## config.mk

```make
export PLATFORM = sky130hd
export DESIGN_NAME = uart_rx_fifo
export DESIGN_NICKNAME = d
export VERILOG_FILES = /design/src/rtl/uart_rx_fifo.sv
export SDC_FILE = /design/constraint.sdc
export NUM_CORES = 1
export LEC_CHECK = 0
export CAP_MARGIN = 20
export CORE_UTILIZATION = 62
export CTS_BUF_LIST = sky130_fd_sc_hd__clkbuf_8
export CTS_CLUSTER_DIAMETER = 120
export DETAILED_ROUTE_END_ITERATION = 12
export PLACE_DENSITY = 0.87
export SLEW_MARGIN = 20
export SYNTH_ARGS = -nofsm -noshare
export SYNTH_HDL_FRONTEND = slang
export SYNTH_SLANG_ARGS = --single-unit
```

## constraint.sdc

```tcl
create_clock -name clk -period 3.5 [get_ports clk]
set_clock_uncertainty 0.15 [all_clocks]
set_input_delay 0.525 -clock clk [delete_from_list [all_inputs] [get_ports clk]]
set_output_delay 0.525 -clock clk [all_outputs]
set_load 0.02 [all_outputs]
```

## src/rtl/uart_rx_fifo.sv

```systemverilog
// uart_rx_fifo: receive-side byte FIFO sitting between a UART receiver and a CPU.
// A two-state capture FSM (WAIT/ACK) takes one byte per rdyRx handshake and
// acknowledges it with a one-cycle doneRx pulse. Bytes are queued in a 2^LOG2D
// entry FIFO that the CPU drains with pop strobes. A byte that arrives while
// the FIFO is full, with no pop in the same cycle, is dropped and sets the
// sticky ovf flag.
//
// Ports:
//   clk     in   clock, rising edge
//   rst     in   asynchronous active-low reset
//   rdyRx   in   receiver holds a byte (level, held until doneRx)
//   dataRx  in   W   receiver byte
//   doneRx  out  one-cycle acknowledge to the receiver
//   pop     in   CPU read strobe, removes the head entry
//   clr     in   synchronous flush (pointers, count, ovf)
//   data    out  W   head entry (valid while rdy=1)
//   rdy     out  FIFO non-empty
//   count   out  LOG2D+1   occupancy 0..2^LOG2D
//   ovf     out  sticky overflow flag
module uart_rx_fifo #(
  parameter int unsigned LOG2D = 4,
  parameter int unsigned W     = 8
) (
  input  logic             clk,
  input  logic             rst,
  input  logic             rdyRx,
  input  logic [W-1:0]     dataRx,
  output logic             doneRx,
  input  logic             pop,
  input  logic             clr,
  output logic [W-1:0]     data,
  output logic             rdy,
  output logic [LOG2D:0]   count,
  output logic             ovf
);

  localparam int unsigned   D    = 1 << LOG2D;
  localparam logic [LOG2D:0] FULL = {1'b1, {LOG2D{1'b0}}};

  typedef enum logic {
    WAIT = 1'b0,
    ACK  = 1'b1
  } state_t;

  state_t           state;
  state_t           state_nx;
  logic             capture;
  logic [LOG2D-1:0] wp;
  logic [LOG2D-1:0] rp;
  logic [W-1:0]     mem [D];

  logic full;
  logic empty;
  logic do_push;
  logic do_pop;
  logic drop;

  // Capture FSM: one capture per visit to WAIT, so bytes are at least two
  // cycles apart and a held rdyRx is never sampled twice for the same byte.
  always_comb begin
    state_nx = state;
    capture  = 1'b0;
    case (state)
      WAIT: begin
        if (rdyRx) begin
          capture  = 1'b1;
          state_nx = ACK;
        end
      end
      ACK:     state_nx = WAIT;
      default: state_nx = WAIT;
    endcase
  end

  // clr deliberately leaves the FSM alone so the receiver is still released.
  always_ff @(posedge clk or negedge rst) begin
    if (!rst) begin
      state  <= WAIT;
      doneRx <= 1'b0;
    end else begin
      state  <= state_nx;
      doneRx <= (state_nx == ACK);
    end
  end

  assign full    = (count == FULL);
  assign empty   = (count == '0);
  assign do_pop  = pop && !empty;
  // A full FIFO still accepts a byte when the same edge frees a slot.
  assign do_push = capture && (!full || pop);
  assign drop    = capture && full && !pop;

  always_ff @(posedge clk or negedge rst) begin
    if (!rst) begin
      wp    <= '0;
      rp    <= '0;
      count <= '0;
      ovf   <= 1'b0;
    end else if (clr) begin
      wp    <= '0;
      rp    <= '0;
      count <= '0;
      ovf   <= 1'b0;
    end else begin
      if (do_push) wp <= wp + 1'b1;
      if (do_pop)  rp <= rp + 1'b1;
      case ({do_push, do_pop})
        2'b10:   count <= count + 1'b1;
        2'b01:   count <= count - 1'b1;
        default: count <= count;
      endcase
      if (drop) ovf <= 1'b1;
    end
  end

  // Storage needs no reset; unread entries are don't-care.
  always_ff @(posedge clk) begin
    if (do_push && !clr) mem[wp] <= dataRx;
  end

  assign data = mem[rp];
  assign rdy  = (count != '0);

endmodule

```

==> qor.yml, run 1 <==
setup_path:
  reg2reg_slack_ns: 0.67
  path_max_fanout: 35
  crit_end: "data[1]"
  crit_cells: 4
  critPathRequiredTime_ns: 2.82
  startpoint: "rp[0]$_DFFE_PN0P_"
  cp-start-kind: "register"
  timing.rr.end: "count[4]$_DFFE_PN0P_"
  crit_chain: "buf_12, mux4_2, mux4_2, clkdlybuf4s50_1"
  path_buf_inv: 2
  worst-setup-path-type: "register to output pin"
  crit_path_end_kind: "output pin"
  reg2regPathDepth: 8
  critPathSlowestCell: "mux4_2"
  r2r_start: "count[1]$_DFFE_PN0P_"
  slowest_delay_ns: 0.57
  crit_path_frequent_cell: "mux4_2"
  cp.arrival_ns: 2.70
  path_delay_family: "multiplexers"
finish:
  antenna_cells: 0
  area_growth_pct: 16.7
  final_layout_size_suffix_gt1_frac: 0.285
  final_cell_mix: "edfxtp_1 (128), mux4_2 (40), nor2_1 (28), clkdlybuf4s50_1 (28), buf_4 (23)"
  fin_util: 0.746
  final_common_cell: "edfxtp_1"
  fin_nets: 382
clock_tree:
  root_buffer: "clkbuf_8"
  cts_num_sinks: 143
  clock_latency_ns: 0.42
  clk_pin_slew_worst_paths_ns: 0.08
  cts.hold.buffers_added: 0
  ctsHtreeMaxLevel: 4
  cts_buffer_depth: 2
  cts_resized: 0
  post_cts_buffers: 0
  cts_tree: "done"
  cts_inserted_buffers: 17
synth:
  synth_async_sr_flop_share: 0.105
  synth_fp_nets: 328
  synth_top_family_by_area: "multiplexers"
  ys_dominant_reg_cell: "edfxtp_1"
  yosys_warnings: 0
  synth.avg_cell_area_um2: 19.2
  synth_compound_area_frac: 0.0339
  synthSimpleGateAreaFrac: 0.0479
  synthesis.area_mm2: 0.00590
  syn-instance-count: 308
  synthMuxAreaShare: 0.160
  ys_types: 44
  ys_seq_area_frac: 0.715
  synth_adder_area_share: 0.0148
  synth_enable_flop_cells: 128
  ys_seq_elements: 143
  synthXorXnorAreaFrac: 0.0104
floorplan:
  core_area_mm2: 0.00924
  die_width_um: 99.6
  die_h_um: 99.6
  io_pins: 29
  dieArea_mm2: 0.00992
  start_util: 0.639
  fp-row-count: 35
timing:
  tightest_slew_ns: 0.740
  relSlewSlack: 0.507
  drv_slew: 0
  finalSetupViolCount: 0
  rsz0062_at_grt: "no"
  period_needed_ns: 3.37
  hold_viol_final: 0
  fmax_mhz: 297
  tns_ns: 0
  fin_crit_sh: 0.963
detailed_routing:
  first_pass_iters: 5
  viasPerCell: 6.20
  drc: 0
  detail-route-antenna-nets: 0
  avgRoutedWirePerCell_um: 23.2
  drt_iter0_markers: 228
  vias: 3123
  drt-total-wl_um: 11700
grt:
  track_usage: 0.262
  overflow: 0
  grt_max_degree: 36
  first_global_vias: 3111
  antenna_found_initial: 0
  grt_pass1_wl_um: 18000
placed_design:
  dp_hpwl_um: 7330
  place.gp.congestion: 0.865
  portBuffers: 28
power_and_ir_drop:
  p_per_area_mw_per_mm2: 653
  ir_drop_mv: 0.408
  p_leak_uw: 0.00226
run:
  maxCapViolCount: 0
status:
  status: "complete, no violations"
min_path:
  min_path_type: "register to register"
  hold_path_startpoint: "ovf$_DFFE_PN0P_"
==> worst register-to-register path, delay by kind of cell, from the launching register on <==
| kind | cells | cell delay, ns |
|---|---|---|
| AO/OA/AOI/OAI | 3 | 0.68 |
| buffers and inverters | 1 | 0.07 |
| adder cells (fa/ha/maj) | 1 | 0.33 |
| AND/OR/NAND/NOR | 3 | 0.99 |
| flip-flops | 1 | 0.49 |
==> layout make-up <==
type,instances,area [um2]
Clock inverter,15,184
Timing Repair Buffer,53,493
Inverter,5,18.8
Multi-Input combinational cell,142,1580
Sequential cell,143,4220
Tap cell,129,161
Clock buffer,17,234
Fill cell,515,2350
==> registers in the layout, indices dropped and copies added, names as in the netlist <==
register,cells
rp,4
state,1
count,5
mem,128
ovf,1
wp,4
==> where the power goes <==
| group | total [uW] | switching (uW) | internal [uW] | leakage (uW) |
|---|---|---|---|---|
| logic | 1160 | 552 | 612 | 0.000705 |
| registers | 1980 | 73.2 | 1900 | 0.00135 |
| clock network | 1360 | 642 | 715 | 0.000203 |
==> layer usage <==
layer	global-route usage	part of all wire
met5	0	0
met2	0.417	0.51
met1	0.365	0.41
met3	0.0569	0.060
met4	0.0962	0.020
==> cells by family after synthesis <==
family                   count (synthesis)
AO/OA/AOI/OAI                           26
XOR/XNOR                                 7
adder cells (fa/ha/maj)                  7
buffers and inverters                   23
flip-flops                             143
multiplexers                            44
AND/OR/NAND/NOR                         58
==> cell usage after synthesis, types with 2 or more instances <==
cell type  number  area share
a211oi_1        3      0.0038
xnor2_1         3      0.0045
or3_1           3      0.0032
a31oi_1         2      0.0021
clkbuf_1       10      0.0064
xor2_1          4      0.0059
o22ai_1         2      0.0021
buf_2           4      0.0034
o211ai_1        3      0.0038
nor2b_1         2      0.0021
nand2_1         7      0.0045
nand2b_1        2      0.0021
mux4_2         40        0.15
a21oi_1         3      0.0025
inv_1           4      0.0025
nor2_1         28       0.018
dfrtp_1        15       0.064
o21ai_0         5      0.0042
nor4_1          3      0.0032
mux2i_1         2      0.0034
or2_2           2      0.0021
edfxtp_1      128        0.65
buf_6           2      0.0038
buf_1           2      0.0013
nor3_1          3      0.0025
or3b_2          2      0.0030
ha_1            7       0.015
==> per-stage QoR <==
stage | hold WS (ns) | worst slack [ns] | cell area (um2) | std cells | power (uW)
6_report | 0.360 | 0.129 | 6890 | 504 | 4500
5_1_grt | 0.395 | 0.0348 | 6890 | 504 | 4690
4_1_cts | 0.366 | 0.0765 | 6890 | 504 | 4530
3_5_place_dp | 0.342 | 0.505 | 6470 | 472 | 3180
3_3_place_gp | 0.341 | 0.538 | 6470 | 472 | 3150
2_1_floorplan | 0.0794 | 0.688 | 5900 | 308 | 2860
==> how the worst min path moves through the flow <==
stage                           end  slack [ns]  depth (start not counted)
6_report            ovf$_DFFE_PN0P_        0.36                          2
5_1_grt             ovf$_DFFE_PN0P_        0.39                          2
4_1_cts             ovf$_DFFE_PN0P_        0.37                          2
3_5_place_dp        ovf$_DFFE_PN0P_        0.34                          2
3_3_place_gp        ovf$_DFFE_PN0P_        0.34                          2
2_1_floorplan  count[0]$_DFFE_PN0P_        0.08                          0
Note: power is estimated with default switching activity, not from simulation.
==> run 2, diff against run 1 <==
--- a/config.mk
+++ b/config.mk
@@ -11,6 +11,7 @@
 export CTS_CLUSTER_DIAMETER = 120
 export DETAILED_ROUTE_END_ITERATION = 12
 export PLACE_DENSITY = 0.87
+export RECOVER_POWER = 100
 export SLEW_MARGIN = 20
 export SYNTH_ARGS = -nofsm -noshare
 export SYNTH_HDL_FRONTEND = slang
==> run 2 against run 1 <==
  * Hold slack got worse by 0.0070 ns
  * Critical path depth unchanged
  * Sequential share of layout area increased by 0.90 points
  * Combinational power decreased by 3%
  * Register-to-register slack got worse by 0.29 ns
  * Die area unchanged
  * Setup slack got worse by 0.0036 ns
  * Critical endpoint unchanged
  * Largest cell class unchanged
  * Largest power group unchanged
  * Highest routed layer unchanged
==> qor.yml, run 2 (synthesis gave the netlist of run 1 again) <==
power_and_ir_drop:
  switching_share: 0.282  # about the same
  p_per_area_mw_per_mm2: 655  # +0.29%
  p_seq_frac: 0.444  # +0.005
  ir_drop_mv: 0.374  # -8.5%
  switchingPower_uw: 1250  # -1.2%
  p_comb_frac: 0.252  # -0.007
  internal_power_uw: 3190  # -1.2%
  p_leak_uw: 0.00219  # -3.1%
  power_frac_clock: 0.305  # +0.003
finish:
  final_layout_size_suffix_gt1_frac: 0.224  # -0.0613
  final_cell_mix: "edfxtp_1 (128), mux4_2 (40), nor2_1 (28)"
  top_register: "mem"
  largest_reg_flops: 128  # unchanged
  antenna_cells: 0  # unchanged
  final_common_cell: "edfxtp_1"
  fin_nets: 382  # unchanged
  largestRegisters: "mem x128, count x5"
  area_growth_pct: 15.0
run:
  maxCapViolCount: 0  # unchanged
timing:
  finalSetupViolCount: 0  # unchanged
  fmax_mhz: 296  # -0.11%
  period_needed_ns: 3.37  # +0.00364 ns
  relSlewSlack: 0.519  # +0.0120
  fin_crit_sh: 0.964  # +0.00104
  hold_viol_final: 0  # unchanged
  tightest_slew_ns: 0.720  # -0.0204 ns
  drv_slew: 0  # unchanged
  worst_slack_ns: 0.125  # -0.00364 ns
  tns_ns: 0  # unchanged
  rsz0062_at_grt: "no"
detailed_routing:
  first_pass_iters: 4  # -1
  avgRoutedWirePerCell_um: 23.3  # +0.51%
  drc: 0  # unchanged
  detail-route-antenna-nets: 0  # unchanged
  drt-total-wl_um: 11700  # +0.51%
  viasPerCell: 6.16  # -0.54%
  vias: 3106  # -0.54%
  drt_iter0_markers: 296  # +30%
clock_tree:
  root_buffer: "clkbuf_8"
  cts_resized: 0  # unchanged
  ctsHtreeMaxLevel: 4  # unchanged
  cts.hold.buffers_added: 0  # unchanged
  cts_buffer_depth: 2  # unchanged
  post_cts_buffers: 0  # unchanged
  cts_inserted_buffers: 17  # unchanged
  cts_num_sinks: 143  # unchanged
  clk_pin_slew_worst_paths_ns: 0.08  # about the same
  clock_latency_ns: 0.42  # about the same
  cts_tree: "done"
setup_path:
  slowest_delay_ns: 0.57  # about the same
  crit_chain: "buf_12, mux4_2, mux4_2, clkdlybuf4s50_1"
  reg2regPathDepth: 8  # unchanged
  critPathRequiredTime_ns: 2.82  # about the same
  crit_path_end_kind: "output pin"
  critPathSlowestCell: "mux4_2"
  worst-setup-path-type: "register to output pin"
  path_max_fanout: 35  # unchanged
  r2r_start: "count[1]$_DFFE_PN0P_"
  cp.arrival_ns: 2.70  # about the same
  crit_path_frequent_cell: "mux4_2"
  cp-start-kind: "register"
  reg2reg_slack_ns: 0.38  # -0.29 ns
  timing.rr.end: "count[4]$_DFFE_PN0P_"
placed_design:
  dp_slack_ns: 0.505  # unchanged
  place.gp.congestion: 0.865  # unchanged
  dp_hpwl_um: 7330  # unchanged
  portBuffers: 28  # unchanged
grt:
  overflow: 0  # unchanged
  track_usage: 0.262  # unchanged
  grt_max_degree: 36  # unchanged
  antenna_found_initial: 0  # unchanged
  grt_pass1_wl_um: 18000  # unchanged
  first_global_vias: 3111  # unchanged
floorplan:
  io_pins: 29  # unchanged
  die_width_um: 99.6  # unchanged
  core_area_mm2: 0.00924  # unchanged
  start_util: 0.639  # unchanged
  dieArea_mm2: 0.00992  # unchanged
  fp-row-count: 35  # unchanged
  die_h_um: 99.6  # unchanged
min_path:
  min_to: "ovf$_DFFE_PN0P_"
  min_path_type: "register to register"
  hold_path_depth: 2  # unchanged
  hold_path_startpoint: "ovf$_DFFE_PN0P_"
status:
  status: "complete, no violations"
run 2: cell count changes in the layout (fill, tap and decap cells not counted), sizes merged:
| cell | delta |
|---|---|
| clkdlybuf4s50 | -18 |
| buf | -20 |
| dlygate4sd3 | +18 |
| clkbuf | +20 |
run 2: area by class of cell:
cell class,instances,area [um2]
timing repair buffer,53,418
inverter,5,18.8
sequential,143,4220
clock buffer,17,234
fill,545,2450
clock inverter,15,184
tap,129,161
multi-input combinational,142,1550
run 2: how the worst max path moves through the flow:
stage,startpoint,endpoint,slack [ns],cells past startpoint
after floorplan,count[1]$_DFFE_PN0P_,count[4]$_DFFE_PN0P_,0.69,10
after global placement,rdyRx,mem[2][3]$_DFFE_PP_,0.54,6
after detailed placement,rdyRx,mem[2][4]$_DFFE_PP_,0.51,6
after CTS,rp[0]$_DFFE_PN0P_,data[1],0.08,4
after global routing,rp[0]$_DFFE_PN0P_,data[0],0.03,4
final,rp[0]$_DFFE_PN0P_,data[1],0.13,4
run 2: through the flow:
| step | utilization | hold WS, ns | cell area (um2) | power, uW | instances |
|---|---|---|---|---|---|
| after floorplan | - | 0.0794 | 5900 | 2860 | 308 |
| after global placement | 0.700 | 0.341 | 6470 | 3150 | 472 |
| after detailed placement | 0.700 | 0.342 | 6470 | 3180 | 472 |
| after CTS | 0.746 | 0.366 | 6890 | 4530 | 504 |
| after global routing | 0.735 | 0.390 | 6790 | 4630 | 504 |
| final | 0.735 | 0.353 | 6790 | 4450 | 504 |
run 2: power groups by stage:
stage	clock network [uW]	registers, uW	logic, uW
floorplan	0	2010	852
global placement	0	2010	1140
detailed placement	0	2010	1170
CTS	1370	1980	1180
global route	1450	1980	1210
finish	1350	1970	1120
run 2: worst max-delay path, delay by kind of cell, from the launching register on:
family / cells / cell delay, ns
flip-flops: 1 / 0.38
multiplexers: 2 / 1.06
buffers and inverters: 2 / 0.83
run 2: metal layers:
metal | wire (um) | vias to the layer above | global-route usage
met5 | 0 | - | 0
met4 | 268 | 0 | 0.0962
met3 | 729 | 21 | 0.0569
met2 | 6000 | 127 | 0.417
met1 | 4740 | 1600 | 0.365
li1 | - | 1358 | -
